`src/rtl/ram_fifo_ctrl_if.sv`:
```
// Bundle of the FIFO controller's consumer-side and RAM-side signals.
// The slave modport is the controller; the master modport is the
// environment (producer/consumer logic plus the two-port RAM).
interface ram_fifo_ctrl_if #(
  parameter int DATAWIDTH = 8,
  parameter int ADDRWIDTH = 3
);
  logic                 flush;
  logic [1:0]           push_n;
  logic [DATAWIDTH-1:0] push_data0;
  logic [DATAWIDTH-1:0] push_data1;
  logic [1:0]           pop_n;
  logic [DATAWIDTH-1:0] out_data0;
  logic [DATAWIDTH-1:0] out_data1;
  logic [ADDRWIDTH:0]   count;
  logic                 empty;
  logic                 full;
  logic                 ovf_err;
  logic                 unf_err;
  logic                 en_w1_n;
  logic                 en_w2_n;
  logic [ADDRWIDTH-1:0] addr_w1;
  logic [ADDRWIDTH-1:0] addr_w2;
  logic [DATAWIDTH-1:0] data_w1;
  logic [DATAWIDTH-1:0] data_w2;
  logic                 en_r1_n;
  logic                 en_r2_n;
  logic [ADDRWIDTH-1:0] addr_r1;
  logic [ADDRWIDTH-1:0] addr_r2;
  logic [DATAWIDTH-1:0] data_r1;
  logic [DATAWIDTH-1:0] data_r2;

  modport slave (
    input  flush, push_n, push_data0, push_data1, pop_n, data_r1, data_r2,
    output out_data0, out_data1, count, empty, full, ovf_err, unf_err,
           en_w1_n, en_w2_n, addr_w1, addr_w2, data_w1, data_w2,
           en_r1_n, en_r2_n, addr_r1, addr_r2
  );

  modport master (
    output flush, push_n, push_data0, push_data1, pop_n, data_r1, data_r2,
    input  out_data0, out_data1, count, empty, full, ovf_err, unf_err,
           en_w1_n, en_w2_n, addr_w1, addr_w2, data_w1, data_w2,
           en_r1_n, en_r2_n, addr_r1, addr_r2
  );
endinterface

```
`src/rtl/ram_fifo_ctrl.sv`:
```
// Dual-issue circular FIFO controller in front of a 2W/2R flip-flop RAM.
// Pointers carry a wrap bit so full (count == DEPTH) and empty differ.
// Admission uses only the registered count: a same-cycle pop never
// frees room for a push, and requests are all-or-nothing.
module ram_fifo_ctrl #(
  parameter int DATAWIDTH = 8,
  parameter int ADDRWIDTH = 3
) (
  input logic            clk,
  input logic            rst_n,
  ram_fifo_ctrl_if.slave bus
);

  localparam logic [ADDRWIDTH:0] ZERO_C  = {(ADDRWIDTH+1){1'b0}};
  localparam logic [ADDRWIDTH:0] ONE_C   = {{ADDRWIDTH{1'b0}}, 1'b1};
  localparam logic [ADDRWIDTH:0] TWO_C   = {{(ADDRWIDTH-1){1'b0}}, 2'd2};
  localparam logic [ADDRWIDTH:0] DEPTH_C = {1'b1, {ADDRWIDTH{1'b0}}};

  logic [ADDRWIDTH:0] wr_ptr_r;
  logic [ADDRWIDTH:0] rd_ptr_r;
  logic [ADDRWIDTH:0] count_r;
  logic               ovf_err_r;
  logic               unf_err_r;

  logic [ADDRWIDTH:0] free_s;
  logic [ADDRWIDTH:0] push_ext_s;
  logic [ADDRWIDTH:0] pop_ext_s;
  logic [ADDRWIDTH:0] push_acc_s;
  logic [ADDRWIDTH:0] pop_acc_s;
  logic [ADDRWIDTH:0] wr_ptr_p1_s;
  logic [ADDRWIDTH:0] rd_ptr_p1_s;
  logic               push_ok_s;
  logic               pop_ok_s;

  assign free_s      = DEPTH_C - count_r;
  assign push_ext_s  = {{(ADDRWIDTH-1){1'b0}}, bus.push_n};
  assign pop_ext_s   = {{(ADDRWIDTH-1){1'b0}}, bus.pop_n};
  // A request of 3 is never legal, whatever the occupancy.
  assign push_ok_s   = (bus.push_n != 2'd3) && (push_ext_s <= free_s);
  assign pop_ok_s    = (bus.pop_n != 2'd3) && (pop_ext_s <= count_r);
  assign push_acc_s  = push_ok_s ? push_ext_s : ZERO_C;
  assign pop_acc_s   = pop_ok_s ? pop_ext_s : ZERO_C;
  assign wr_ptr_p1_s = wr_ptr_r + ONE_C;
  assign rd_ptr_p1_s = rd_ptr_r + ONE_C;

  // Write-port drive: same-cycle from the request and registered write pointer.
  always_comb begin
    bus.en_w1_n = 1'b1;
    bus.en_w2_n = 1'b1;
    bus.addr_w1 = {ADDRWIDTH{1'b0}};
    bus.addr_w2 = {ADDRWIDTH{1'b0}};
    bus.data_w1 = {DATAWIDTH{1'b0}};
    bus.data_w2 = {DATAWIDTH{1'b0}};
    if (rst_n && !bus.flush && push_ok_s && (bus.push_n != 2'd0)) begin
      bus.en_w1_n = 1'b0;
      bus.addr_w1 = wr_ptr_r[ADDRWIDTH-1:0];
      bus.data_w1 = bus.push_data0;
      // Port 2 always targets the slot after port 1, so they never collide.
      if (bus.push_n == 2'd2) begin
        bus.en_w2_n = 1'b0;
        bus.addr_w2 = wr_ptr_p1_s[ADDRWIDTH-1:0];
        bus.data_w2 = bus.push_data1;
      end else begin
        bus.en_w2_n = 1'b1;
      end
    end else begin
      bus.en_w1_n = 1'b1;
      bus.en_w2_n = 1'b1;
    end
  end

  // Read-port drive: the two oldest slots, enabled by registered occupancy.
  always_comb begin
    bus.en_r1_n = 1'b1;
    bus.en_r2_n = 1'b1;
    bus.addr_r1 = {ADDRWIDTH{1'b0}};
    bus.addr_r2 = {ADDRWIDTH{1'b0}};
    if (rst_n) begin
      bus.addr_r1 = rd_ptr_r[ADDRWIDTH-1:0];
      bus.addr_r2 = rd_ptr_p1_s[ADDRWIDTH-1:0];
      bus.en_r1_n = !(count_r >= ONE_C);
      bus.en_r2_n = !(count_r >= TWO_C);
    end else begin
      bus.en_r1_n = 1'b1;
      bus.en_r2_n = 1'b1;
    end
  end

  assign bus.out_data0 = bus.data_r1;
  assign bus.out_data1 = bus.data_r2;
  assign bus.count     = count_r;
  assign bus.empty     = (count_r == ZERO_C);
  assign bus.full      = (count_r == DEPTH_C);
  assign bus.ovf_err   = ovf_err_r;
  assign bus.unf_err   = unf_err_r;

  // Pointer, occupancy and error-pulse state; flush clears it synchronously.
  always_ff @(posedge clk or negedge rst_n) begin
    if (!rst_n) begin
      wr_ptr_r  <= ZERO_C;
      rd_ptr_r  <= ZERO_C;
      count_r   <= ZERO_C;
      ovf_err_r <= 1'b0;
      unf_err_r <= 1'b0;
    end else if (bus.flush) begin
      wr_ptr_r  <= ZERO_C;
      rd_ptr_r  <= ZERO_C;
      count_r   <= ZERO_C;
      ovf_err_r <= 1'b0;
      unf_err_r <= 1'b0;
    end else begin
      wr_ptr_r  <= wr_ptr_r + push_acc_s;
      rd_ptr_r  <= rd_ptr_r + pop_acc_s;
      count_r   <= count_r + push_acc_s - pop_acc_s;
      ovf_err_r <= !push_ok_s;
      unf_err_r <= !pop_ok_s;
    end
  end

endmodule

```
`src/flat_wrapper.sv`:
```
// flat-port wrapper written by rule: the top's interface ports become plain ports
module ram_fifo_ctrl_flat 
#(
  parameter int DATAWIDTH = 8,
  parameter int ADDRWIDTH = 3
)
  (clk, rst_n, bus_flush, bus_push_n, bus_push_data0, bus_push_data1, bus_pop_n, bus_data_r1, bus_data_r2, bus_out_data0, bus_out_data1, bus_count, bus_empty, bus_full, bus_ovf_err, bus_unf_err, bus_en_w1_n, bus_en_w2_n, bus_addr_w1, bus_addr_w2, bus_data_w1, bus_data_w2, bus_en_r1_n, bus_en_r2_n, bus_addr_r1, bus_addr_r2);
  ram_fifo_ctrl_if #(.DATAWIDTH(DATAWIDTH), .ADDRWIDTH(ADDRWIDTH)) bus_i ();
  input logic clk;
  input logic rst_n;
  input wire logic [$bits(bus_i.flush)-1:0] bus_flush;
  input wire logic [$bits(bus_i.push_n)-1:0] bus_push_n;
  input wire logic [$bits(bus_i.push_data0)-1:0] bus_push_data0;
  input wire logic [$bits(bus_i.push_data1)-1:0] bus_push_data1;
  input wire logic [$bits(bus_i.pop_n)-1:0] bus_pop_n;
  input wire logic [$bits(bus_i.data_r1)-1:0] bus_data_r1;
  input wire logic [$bits(bus_i.data_r2)-1:0] bus_data_r2;
  output wire logic [$bits(bus_i.out_data0)-1:0] bus_out_data0;
  output wire logic [$bits(bus_i.out_data1)-1:0] bus_out_data1;
  output wire logic [$bits(bus_i.count)-1:0] bus_count;
  output wire logic [$bits(bus_i.empty)-1:0] bus_empty;
  output wire logic [$bits(bus_i.full)-1:0] bus_full;
  output wire logic [$bits(bus_i.ovf_err)-1:0] bus_ovf_err;
  output wire logic [$bits(bus_i.unf_err)-1:0] bus_unf_err;
  output wire logic [$bits(bus_i.en_w1_n)-1:0] bus_en_w1_n;
  output wire logic [$bits(bus_i.en_w2_n)-1:0] bus_en_w2_n;
  output wire logic [$bits(bus_i.addr_w1)-1:0] bus_addr_w1;
  output wire logic [$bits(bus_i.addr_w2)-1:0] bus_addr_w2;
  output wire logic [$bits(bus_i.data_w1)-1:0] bus_data_w1;
  output wire logic [$bits(bus_i.data_w2)-1:0] bus_data_w2;
  output wire logic [$bits(bus_i.en_r1_n)-1:0] bus_en_r1_n;
  output wire logic [$bits(bus_i.en_r2_n)-1:0] bus_en_r2_n;
  output wire logic [$bits(bus_i.addr_r1)-1:0] bus_addr_r1;
  output wire logic [$bits(bus_i.addr_r2)-1:0] bus_addr_r2;
  assign bus_i.flush = bus_flush;
  assign bus_i.push_n = bus_push_n;
  assign bus_i.push_data0 = bus_push_data0;
  assign bus_i.push_data1 = bus_push_data1;
  assign bus_i.pop_n = bus_pop_n;
  assign bus_i.data_r1 = bus_data_r1;
  assign bus_i.data_r2 = bus_data_r2;
  assign bus_out_data0 = bus_i.out_data0;
  assign bus_out_data1 = bus_i.out_data1;
  assign bus_count = bus_i.count;
  assign bus_empty = bus_i.empty;
  assign bus_full = bus_i.full;
  assign bus_ovf_err = bus_i.ovf_err;
  assign bus_unf_err = bus_i.unf_err;
  assign bus_en_w1_n = bus_i.en_w1_n;
  assign bus_en_w2_n = bus_i.en_w2_n;
  assign bus_addr_w1 = bus_i.addr_w1;
  assign bus_addr_w2 = bus_i.addr_w2;
  assign bus_data_w1 = bus_i.data_w1;
  assign bus_data_w2 = bus_i.data_w2;
  assign bus_en_r1_n = bus_i.en_r1_n;
  assign bus_en_r2_n = bus_i.en_r2_n;
  assign bus_addr_r1 = bus_i.addr_r1;
  assign bus_addr_r2 = bus_i.addr_r2;
  ram_fifo_ctrl #(.DATAWIDTH(DATAWIDTH), .ADDRWIDTH(ADDRWIDTH)) u_core (.clk(clk), .rst_n(rst_n), .bus(bus_i));
endmodule
```
`config.mk`:
```
export PLATFORM = sky130hd
export DESIGN_NAME = ram_fifo_ctrl_flat
export DESIGN_NICKNAME = d
export VERILOG_FILES = /design/src/rtl/ram_fifo_ctrl_if.sv /design/src/rtl/ram_fifo_ctrl.sv /design/src/flat_wrapper.sv
export SDC_FILE = /design/constraint.sdc
export NUM_CORES = 1
export LEC_CHECK = 0
export ABC_AREA = 1
export CORE_ASPECT_RATIO = 2
export CORE_MARGIN = 2
export CORE_UTILIZATION = 39
export DETAILED_ROUTE_END_ITERATION = 6
export MAX_ROUTING_LAYER = met4
export PLACE_DENSITY = 0.87
export SYNTH_ARGS = -nofsm -noshare
export SYNTH_HDL_FRONTEND = slang
export SYNTH_SLANG_ARGS = --single-unit
export TNS_END_PERCENT = 30
```
`constraint.sdc`:
```
create_clock -name clk -period 8.8 [get_ports clk]
set_input_delay 1.76 -clock clk [delete_from_list [all_inputs] [get_ports clk]]
set_output_delay 1.76 -clock clk [all_outputs]
set_load 0.01 [all_outputs]
```
==> results_dict.tcl <==
set metrics [dict create \
    finalCriticalPeriod_ns 5.83 \
    cp-end-kind "primary output" \
    post_cts_resized 0 \
    fmax_mhz 172 \
    routed_wl_um 3190 \
    critPathRequiredTime_ns 7.04 \
    ys_ff_latch 12 \
    clkPwrFrac 0.134 \
    cts_htree_levels 1 \
    die-area_mm2 0.00408 \
    core_area_mm2 0.00342 \
    cpMaxStageDelayCell "clkdlybuf4s50_1" \
    grt-ovfl-total 0 \
    p_int_mw 0.256 \
    start_kind "input pin" \
    setup_ws_ns 2.97 \
    die_w_um 46.2 \
    most-common-layout-cells "clkdlybuf4s50_1 (62), inv_1 (43), nand2_1 (31)" \
    grt_pass1_vias 1197 \
    dpl_cell_area_mm2 0.00192 \
    drive_gt1_frac 0.114 \
    slew_headroom 0.457 \
    multi_input_area_um2 769 \
    place.gp.congestion 0.817 \
    grt_pass1_wl_um 4900 \
    yosys_warnings 0 \
    holdCritPathClass "reg -> reg" \
    cts_root_buf "clkbuf_8" \
    cp_slowest_stage_delay_ns 0.56 \
    drt_iter0_markers 8 \
    wl_per_cell_um 11.2 \
    cts_sinks 12 \
    viasPerCell 4.52 \
    vias 1289 \
    nets 299 \
    clk_pin_slew_ns 0.05 \
    yosysSeqAreaShare 0.216 \
    yosysUniqueCellTypes 20 \
    cts_max_path_buffers 2 \
    synthesis.instances 191 \
    final_common_cell "clkdlybuf4s50_1" \
    seq_area_um2 300 \
    finalClockSkew_ns 0.00187 \
    start_util 0.406 \
    num-fill-cells 285 \
    p_seq_frac 0.206 \
    synth.avg_cell_area_um2 7.26 \
    place_ws_ns 2.98 \
    areaGrowthSynthToFinish_pct 42.3 \
    grt_max_degree 24 \
    io-pin-count 95 \
    fin_tns_setup_ns 0 \
    drc 0 \
    fp-row-count 30 \
    rsz0062_at_grt "no" \
    worstSetupPathType "in -> out" \
    slew_viol_final 0 \
    clk_latency_ns 0.25 \
    cp.arrival_ns 4.07 \
    cts_tree "done" \
    power_density_mw_per_mm2 236 \
    dp_hpwl_um 2710 \
    fin_area_mm2 0.00197 \
    grt_usage 0.169 \
    p_sw_mw 0.210 \
    drv_cap 0 \
    cts_made_buffers 3 \
    status "finished, final reports clean" \
    firstDrtPassIters 4 \
    post_cts.repair.setup_buffers 0 \
    antenna_found_initial 0 \
    power_leakage_nw 0.973 \
    die_y_um 88.4 \
    ir_worst_vdd_mv 0.121 \
    synthesis.area_mm2 0.00139 \
    io_buffers 62 \
    finalCritPeriodShare 0.662 \
    tightest_slew_ns 0.811 \
    antenna_left 0 \
    comb_power_share 0.660 \
    n_antenna_cell 0 \
    syn_nets 252 \
    cp_cell_sequence "clkdlybuf4s50_1, inv_1, ha_1, nand2_1, nand3_1, nor2_1, nand2_2, nand4_4, nor2_1, clkdlybuf4s50_1" \
    cts_hold_buf 0 \
    setup_viol_count_final 0 \
    finalHoldViolations 0 \
    p_sw_frac 0.451 \
    path_max_fanout 23 \
]
## final cells by class
type	count	share of cell area
clock buffers	4	0.0279
inverters	43	0.0817
multi-input cells	115	0.390
flip-flops and latches	12	0.152
well taps	48	0.0304
repair buffers	63	0.318
## power groups by stage
stage	logic, mW	clock network [mW]	registers [mW]
2_1_floorplan	0.197	0	0.0967
3_3_place_gp	0.292	0	0.0963
3_5_place_dp	0.306	0	0.0971
4_1_cts	0.312	0.0613	0.0962
5_1_grt	0.354	0.0636	0.0989
6_report	0.308	0.0624	0.0960
## cells by family after synthesis
group,synth area share
xor gates and xnor gates,0.00631
DFF,0.216
and+or+nand+nor,0.265
adders and majority gates,0.220
AOI/OAI and AO/OA,0.0631
buffers and inverters,0.229
## through the flow
stage	total power, mW	hold slack (ns)	std cells	utilization
2_1_floorplan	0.293	0.471	191	-
3_3_place_gp	0.388	0.500	281	0.562
3_5_place_dp	0.403	0.506	281	0.562
4_1_cts	0.469	0.514	285	0.578
5_1_grt	0.516	0.561	285	0.578
6_report	0.466	0.515	285	0.578
## per-layer routing
layer	share of wire	GRT usage	wire [µm]
met4	0.048	0.109	154
met5	0	-	0
met2	0.55	0.323	1770
met1	0.32	0.133	1020
met3	0.079	0.0265	252
## critical path, delay by kind of cell
family        cells  cell delay [ns]
buf+inv           3             1.15
fa+ha+maj         1             0.27
simple gates      6             0.89
## registers in the layout (all words and copies together), names as in the netlist
signal and count:
u_core.bus.ovf_err 1, u_core.wr_ptr_r 3, u_core.bus.unf_err 1, u_core.rd_ptr_r 3, u_core.bus.count 4
## synthesized netlist by cell type
master	count	area, µm²
a21oi_1	9	45.0
and2_1	1	6.26
buf_2	2	10.0
buf_4	16	120
buf_6	2	22.5
clkbuf_1	1	3.75
dfrtp_1	12	300
fa_1	4	80.1
ha_1	18	225
inv_1	43	161
nand2_1	31	116
nand2_2	1	6.26
nand3_1	3	15.0
nand4_4	1	21.3
nor2_1	18	67.6
nor2_2	18	113
nor2_4	2	22.5
o21ai_0	7	35.0
o31ai_1	1	7.51
xor2_1	1	8.76
## final timing paths
path	from	slack [ns]	end	cells after the start
worst max register to register	u_core.bus.count[0]	5.50	u_core.bus.count[3]	16
worst max-delay path	bus_push_n[0]	2.97	bus_addr_w1[2]	10
min in group asynchronous	rst_n	1.84	u_core.bus.count[2]	2
worst min-delay path	u_core.rd_ptr_r[2]	0.51	u_core.rd_ptr_r[2]	1
worst min register to register	u_core.rd_ptr_r[2]	0.51	u_core.rd_ptr_r[2]	1
max in group asynchronous	rst_n	6.76	u_core.rd_ptr_r[2]	2
Note: power is estimated with default switching activity, not from simulation.
